`config.mk`:
```
export PLATFORM = sky130hd
export DESIGN_NAME = psum_accumulator
export DESIGN_NICKNAME = d
export VERILOG_FILES = /design/src/rtl/psum_pkg.sv /design/src/rtl/psum_fifo2.sv /design/src/rtl/psum_accumulator.sv
export SDC_FILE = /design/constraint.sdc
export NUM_CORES = 1
export LEC_CHECK = 0
export ABC_AREA = 1
export BUFFER_PORTS_ARGS = -buffer_cell sky130_fd_sc_hd__buf_2
export CORE_ASPECT_RATIO = 1.4
export CORE_MARGIN = 2
export CORE_UTILIZATION = 44
export DETAILED_ROUTE_END_ITERATION = 12
export PLACE_DENSITY = 0.64
export SLEW_MARGIN = 5
export SYNTH_ARGS = -nofsm -noshare
export SYNTH_HDL_FRONTEND = slang
export SYNTH_SLANG_ARGS = --single-unit
```
`constraint.sdc`:
```
create_clock -name clk -period 7.1 [get_ports clk]
set_input_delay 1.42 -clock clk [delete_from_list [all_inputs] [get_ports clk]]
set_output_delay 1.42 -clock clk [all_outputs]
set_load 0.01 [all_outputs]
```
`src/rtl/psum_pkg.sv`:
```
// Shared definitions for the partial-sum accumulator: default widths, FSM encoding
// and the output clamp used when PSUM_SAT_EN is defined.
package psum_pkg;

  localparam int ACC_W_DEF = 48;
  localparam int OUT_W_DEF = 32;

  typedef enum logic {
    S_IDLE = 1'b0,
    S_ACC  = 1'b1
  } state_t;

  // Clamp happens when the bits above the result's sign bit disagree with the sign.
  function automatic logic [OUT_W_DEF-1:0] sat_clamp(input logic [ACC_W_DEF-1:0] v);
    logic [ACC_W_DEF-OUT_W_DEF:0] top;
    top = v[ACC_W_DEF-1:OUT_W_DEF-1];
    if ((&top) || (~|top))
      return v[OUT_W_DEF-1:0];
    return v[ACC_W_DEF-1] ? {1'b1, {(OUT_W_DEF-1){1'b0}}} : {1'b0, {(OUT_W_DEF-1){1'b1}}};
  endfunction

endpackage

```
`src/rtl/psum_fifo2.sv`:
```
// Two-entry synchronous FIFO holding {beats, data} results for the accumulator output.
module psum_fifo2 #(
  parameter int W = 8
) (
  input  logic         clk,
  input  logic         rst,
  input  logic         push,
  input  logic [W-1:0] push_data,
  input  logic         pop,
  output logic [W-1:0] head_data,
  output logic         head_valid,
  output logic [1:0]   count
);

  logic [W-1:0] mem [2];
  logic         rd_ptr;
  logic         wr_ptr;
  logic         do_push;
  logic         do_pop;

  assign do_pop     = pop && (count != 2'd0);
  assign do_push    = push && ((count != 2'd2) || do_pop);
  assign head_data  = mem[rd_ptr];
  assign head_valid = (count != 2'd0);

  always_ff @(posedge clk) begin
    if (rst) begin
      for (int i = 0; i < 2; i++) mem[i] <= '0;
      rd_ptr <= 1'b0;
      wr_ptr <= 1'b0;
      count  <= 2'd0;
    end else begin
      if (do_push) begin
        mem[wr_ptr] <= push_data;
        wr_ptr      <= ~wr_ptr;
      end
      if (do_pop)
        rd_ptr <= ~rd_ptr;
      if (do_push && !do_pop)
        count <= count + 2'd1;
      else if (!do_push && do_pop)
        count <= count - 2'd1;
    end
  end

endmodule

```
`src/rtl/psum_accumulator.sv`:
```
// Accumulates adder-tree sums over a K-tile and queues one result per tile.
// Define PSUM_SAT_EN to clamp results to OUT_W instead of wrapping.
module psum_accumulator
  import psum_pkg::*;
#(
  parameter int TREE_LAT  = 3,
  parameter int ACC_W     = ACC_W_DEF,
  parameter int OUT_W     = OUT_W_DEF,
  parameter int MAX_BEATS = 256
) (
  input  logic             clk,
  input  logic             rst,
  input  logic             in_valid,
  input  logic             in_last,
  output logic             in_ready,
  input  logic [31:0]      sum_in,
  output logic             out_valid,
  input  logic             out_ready,
  output logic [OUT_W-1:0] out_data,
  output logic [15:0]      out_beats,
  output logic             err_len
);

  localparam int BW = $clog2(MAX_BEATS) + 1;
  localparam int IW = $clog2(TREE_LAT + 2);
  localparam int FW = BW + OUT_W;

  logic                accepted;
  logic                last_acc;
  logic [TREE_LAT-1:0] v_sr;
  logic [TREE_LAT-1:0] l_sr;
  logic                v_d;
  logic                l_d;
  logic [IW-1:0]       infl;
  logic [1:0]          fifo_cnt;
  logic [IW:0]         occ;
  state_t              state_q;
  state_t              state_d;
  logic [ACC_W-1:0]    acc_q;
  logic [ACC_W-1:0]    acc_d;
  logic [BW-1:0]       beats_q;
  logic [BW-1:0]       beats_d;
  logic                push;
  logic                err_set;
  logic [ACC_W-1:0]    sum_ext;
  logic [OUT_W-1:0]    res_data;
  logic [FW-1:0]       head;

  assign accepted = in_valid && in_ready;
  assign last_acc = accepted && in_last;
  assign v_d      = v_sr[TREE_LAT-1];
  assign l_d      = l_sr[TREE_LAT-1];
  assign sum_ext  = {{(ACC_W-32){sum_in[31]}}, sum_in};

  // Reserving a FIFO slot per in-flight tile lets the non-stallable tree always retire.
  assign occ      = (IW+1)'(fifo_cnt) + (IW+1)'(infl);
  assign in_ready = (occ < (IW+1)'(2));

  always_ff @(posedge clk) begin
    if (rst) begin
      v_sr <= '0;
      l_sr <= '0;
      infl <= '0;
    end else begin
      v_sr <= (v_sr << 1) | TREE_LAT'(accepted);
      l_sr <= (l_sr << 1) | TREE_LAT'(last_acc);
      if (last_acc && !l_d)
        infl <= infl + IW'(1);
      else if (!last_acc && l_d)
        infl <= infl - IW'(1);
    end
  end

  always_comb begin
    state_d = state_q;
    acc_d   = acc_q;
    beats_d = beats_q;
    push    = 1'b0;
    err_set = 1'b0;
    if (v_d) begin
      push    = l_d;
      state_d = l_d ? S_IDLE : S_ACC;
      if (state_q == S_ACC) begin
        acc_d = acc_q + sum_ext;
        if (beats_q == BW'(MAX_BEATS))
          err_set = 1'b1;
        else
          beats_d = beats_q + BW'(1);
      end else begin
        acc_d   = sum_ext;
        beats_d = BW'(1);
      end
    end
  end

  always_ff @(posedge clk) begin
    if (rst) begin
      state_q <= S_IDLE;
      acc_q   <= '0;
      beats_q <= '0;
      err_len <= 1'b0;
    end else begin
      state_q <= state_d;
      acc_q   <= acc_d;
      beats_q <= beats_d;
      if (err_set)
        err_len <= 1'b1;
    end
  end

`ifdef PSUM_SAT_EN
  assign res_data = sat_clamp(acc_d);
`else
  assign res_data = acc_d[OUT_W-1:0];
`endif

  psum_fifo2 #(
    .W(FW)
  ) u_fifo (
    .clk       (clk),
    .rst       (rst),
    .push      (push),
    .push_data ({beats_d, res_data}),
    .pop       (out_ready),
    .head_data (head),
    .head_valid(out_valid),
    .count     (fifo_cnt)
  );

  assign out_data  = head[OUT_W-1:0];
  assign out_beats = 16'(head[FW-1:OUT_W]);

endmodule
```
==> Flow_metrics.wiki <==
{| class="wikitable"
! Metric !! Value
|-
| H-Tree Depth || 4
|-
| Shortest period the worst path allows || around 3.6 ns
|-
| I/O Buffers || 80
|-
| Reported leakage power || 4.63 nW
|-
| Peak ir drop on the vdd network || 164 uV
|-
| Global-route wire length before repair || 35,100 um
|-
| Slew of the pin with the lowest slew margin || 1.16 ns
|-
| Worst reg2reg path startpoint || infl[0]
|-
| Data arrival time of the critical path || around 3.7 ns
|-
| Total of max-cap violations || 0
|-
| Fraction of final layout cells sized beyond drive strength 1 || about 17%
|-
| Initial antenna violation count || 0
|-
| Total CTS buffers || 17
|-
| Detailed-routing iteration count for the pre-antenna-repair pass || 5
|-
| Bufs on Longest Clock Path || 2
|-
| Main area contributors after synthesis || sky130_fd_sc_hd__edfxtp_1, sky130_fd_sc_hd__dfxtp_1, sky130_fd_sc_hd__nand2_1
|-
| Total die area || between 20,000 and 25,000 sq um
|-
| Number of gates resized after CTS || 0
|-
| Worst-path maximum fanout || 44
|-
| Worst clock skew || 0.00742 ns
|-
| Critical path capture point type || flop
|-
| Min-Delay Path Class || flop to flop
|-
| Total negative setup slack || 0 ns
|-
| Via count of the first global-routing pass || ~7,400
|-
| Postcts setup bufs || 0
|-
| Synthesized cell area || 8630 sq um
|-
| Total Routed Length || roughly 21,000 um
|-
| Max Clock Freq || roughly 280 MHz
|-
| Placer's final routability congestion estimate || 0.931
|-
| CORE AREA || 19,200 sq um
|-
| Clock transition at the register clock pins on the worst setup and hold paths after CTS || approximately 0.060 ns
|-
| Run status || complete, no violations
|-
| Category of the most critical setup path || input pin to flop
|-
| Row count || 60
|-
| Net count, final || 1,266
|-
| Number of fillers in the final layout || roughly 2,000
|-
| Buffer cell driving the clock tree root || sky130_fd_sc_hd__clkbuf_16
|-
| DRC viols || 0
|-
| Launching element type of the critical path || input pin
|-
| Final Max Tran Viols || 0
|-
| Remaining global-route overflow || 0
|-
| Power density cells || 213 nW/um^2
|-
| Count of antenna-violating nets left after detailed routing || 0
|-
| Chip Width || 122 um
|-
| Synthesized area per cell || 7.71 sq um
|-
| Tcrit/Tclk final || 51.2%
|-
| Clock network latency to the later pin of the worst-skew pair || 0.43 ns
|-
| Final count of negative-setup-slack endpoints || 0
|-
| Relative slew slack || between 20% and 30%
|-
| CTS Hold Bufs || 0
|-
| Routed vias || roughly 7,200
|-
| Sequential fraction of the synthesis area || 41.8%
|-
| Count of clock tree sinks || approximately 140
|-
| Number of antenna diodes || 0
|-
| Effective utilization at floorplan || between 40% and 50%
|-
| Area share of the largest cell type after synthesis || 28.5%
|-
| Height of the die || 170 um
|-
| Final core area utilization || 50.9%
|-
| #FFs+latches synth || around 140
|-
| Final HPWL DP || about 15,000 um
|-
| Wire length per cell || 14.6 um
|-
| Startpoint of the most critical setup path || rst
|-
| Largest area contributor in the synthesized netlist || sky130_fd_sc_hd__edfxtp_1
|-
| Vias per Instance || 4.98
|-
| Required time of the critical path || 7.14 ns
|-
| Signed area change from the synthesized netlist to the final layout || 13.4%
|-
| Worst hold path startpoint || v_sr[0]
|-
| Setup repair after global routing missed its margin || false
|-
| Final hold vios || 0
|-
| Initial drt markers || 301
|-
| Yosys warnings || 0
|-
| Total global-route track usage || 21.7%
|-
| Largest net degree at the start of global routing || 45
|-
| TritonCTS clock tree || built
|-
| Unique cell type count in the Yosys netlist || 41
|-
| I/O pin total || 88
|-
| Post-synthesis instance total || 1,119
|}
## Yosys cell counts (all sizes together)
master	count
a2111oi	1
a21o	1
a21oi	95
a221oi	1
a22o	2
and2	3
buf	24
clkbuf	11
conb	1
dfxtp	57
edfxtp	82
fa	3
ha	36
inv	204
mux2	41
nand2	307
nand3	63
nand3b	3
nand4	5
nor2	105
nor3	9
nor4	2
o211ai	3
o21a	1
o21ai	34
o21bai	3
or2	1
xnor2	4
xor2	17
## critical path, cell delays in order
cell and delay (ns):
sky130_fd_sc_hd__buf_2 0.74, sky130_fd_sc_hd__inv_1 0.48, sky130_fd_sc_hd__nand2_2 0.99
## area by class of cell
| class | instances | area (sq um) | share of cell area, % |
|---|---|---|---|
| well taps | 248 | 310 | 3.17 |
| flip-flops and latches | 139 | 3600 | 36.9 |
| inverters | 204 | 766 | 7.83 |
| repair buffers | 81 | 408 | 4.17 |
| multi-input cells | 747 | 4080 | 41.7 |
| clock buffers | 20 | 447 | 4.57 |
| clock inverters | 12 | 164 | 1.68 |
## path summary, 6_finish.rpt
path / end / slack, ns / cells after the start
worst max-delay path: u_fifo.mem[1][23] / 3.46 / 3
worst min-delay path: v_sr[1] / 0.40 / 2
worst max register to register: infl[2] / 4.26 / 13
worst min register to register: v_sr[1] / 0.40 / 2
## stage by stage
step	instances	hold WS [ns]	power, mW	cell area [sq um]	worst slack, ns
2_1_floorplan	1125	0.388	1.10	8650	3.75
3_3_place_gp	1419	0.390	1.18	9170	3.01
3_5_place_dp	1419	0.398	1.18	9170	2.98
4_1_cts	1451	0.401	2.10	9780	3.43
5_1_grt	1451	0.405	2.17	9780	3.26
6_report	1451	0.400	2.09	9780	3.46
## layer usage
| layer | wire, um | share of wire (%) | vias up | track usage, % |
|---|---|---|---|---|
| met4 | 678 | 3.2 | 0 | 9.40 |
| met2 | 11300 | 53 | 144 | 40.7 |
| li1 | - | - | 3692 | - |
| met3 | 751 | 3.6 | 50 | 3.73 |
| met5 | 0 | 0 | - | 0 |
| met1 | 8400 | 40 | 3336 | 23.5 |
## state kept, by name, indices dropped and copies added (netlist names), named ones only
register,cells
u_fifo.count,2
u_fifo.rd_ptr,1
u_fifo.wr_ptr,1
u_fifo.mem,82
err_len,1
l_sr,3
infl,3
v_sr,3
acc_q,32
state_q,1
beats_q,9
## power breakdown
group	leakage [nW]	internal, mW	switching, mW
sequential	1.31	0.882	0.0253
clock	0.296	0.566	0.359
combinational	3.03	0.0981	0.157
## kinds of logic after synthesis
family,Yosys count,synth area share [%]
AO/OA/AOI/OAI,141,8.75
XOR/XNOR,21,2.13
adder cells (fa/ha/maj),39,5.92
buffers and inverters,239,11.3
flip-flops,139,41.8
multiplexers,41,5.35
other,1,0.0435
AND/OR/NAND/NOR,498,24.8
## cell usage in the layout (no fill, tap or decap), types with 4 or more instances in the layout
cell,n
sky130_fd_sc_hd__nand2_1,287
sky130_fd_sc_hd__edfxtp_1,82
sky130_fd_sc_hd__ha_1,36
sky130_fd_sc_hd__dfxtp_1,56
sky130_fd_sc_hd__nand4_1,5
sky130_fd_sc_hd__nand3_1,53
sky130_fd_sc_hd__inv_2,11
sky130_fd_sc_hd__xnor2_1,4
sky130_fd_sc_hd__inv_1,193
sky130_fd_sc_hd__nand2_2,18
sky130_fd_sc_hd__o21ai_0,34
sky130_fd_sc_hd__xor2_1,17
sky130_fd_sc_hd__nor2_2,4
sky130_fd_sc_hd__nor2_1,99
sky130_fd_sc_hd__mux2_2,41
sky130_fd_sc_hd__clkbuf_16,17
sky130_fd_sc_hd__nand3_2,10
sky130_fd_sc_hd__buf_2,80
sky130_fd_sc_hd__clkinv_4,4
sky130_fd_sc_hd__nor3_1,7
sky130_fd_sc_hd__a21oi_1,93
sky130_fd_sc_hd__conb_1,7
Power figures use the tool's default switching activity.
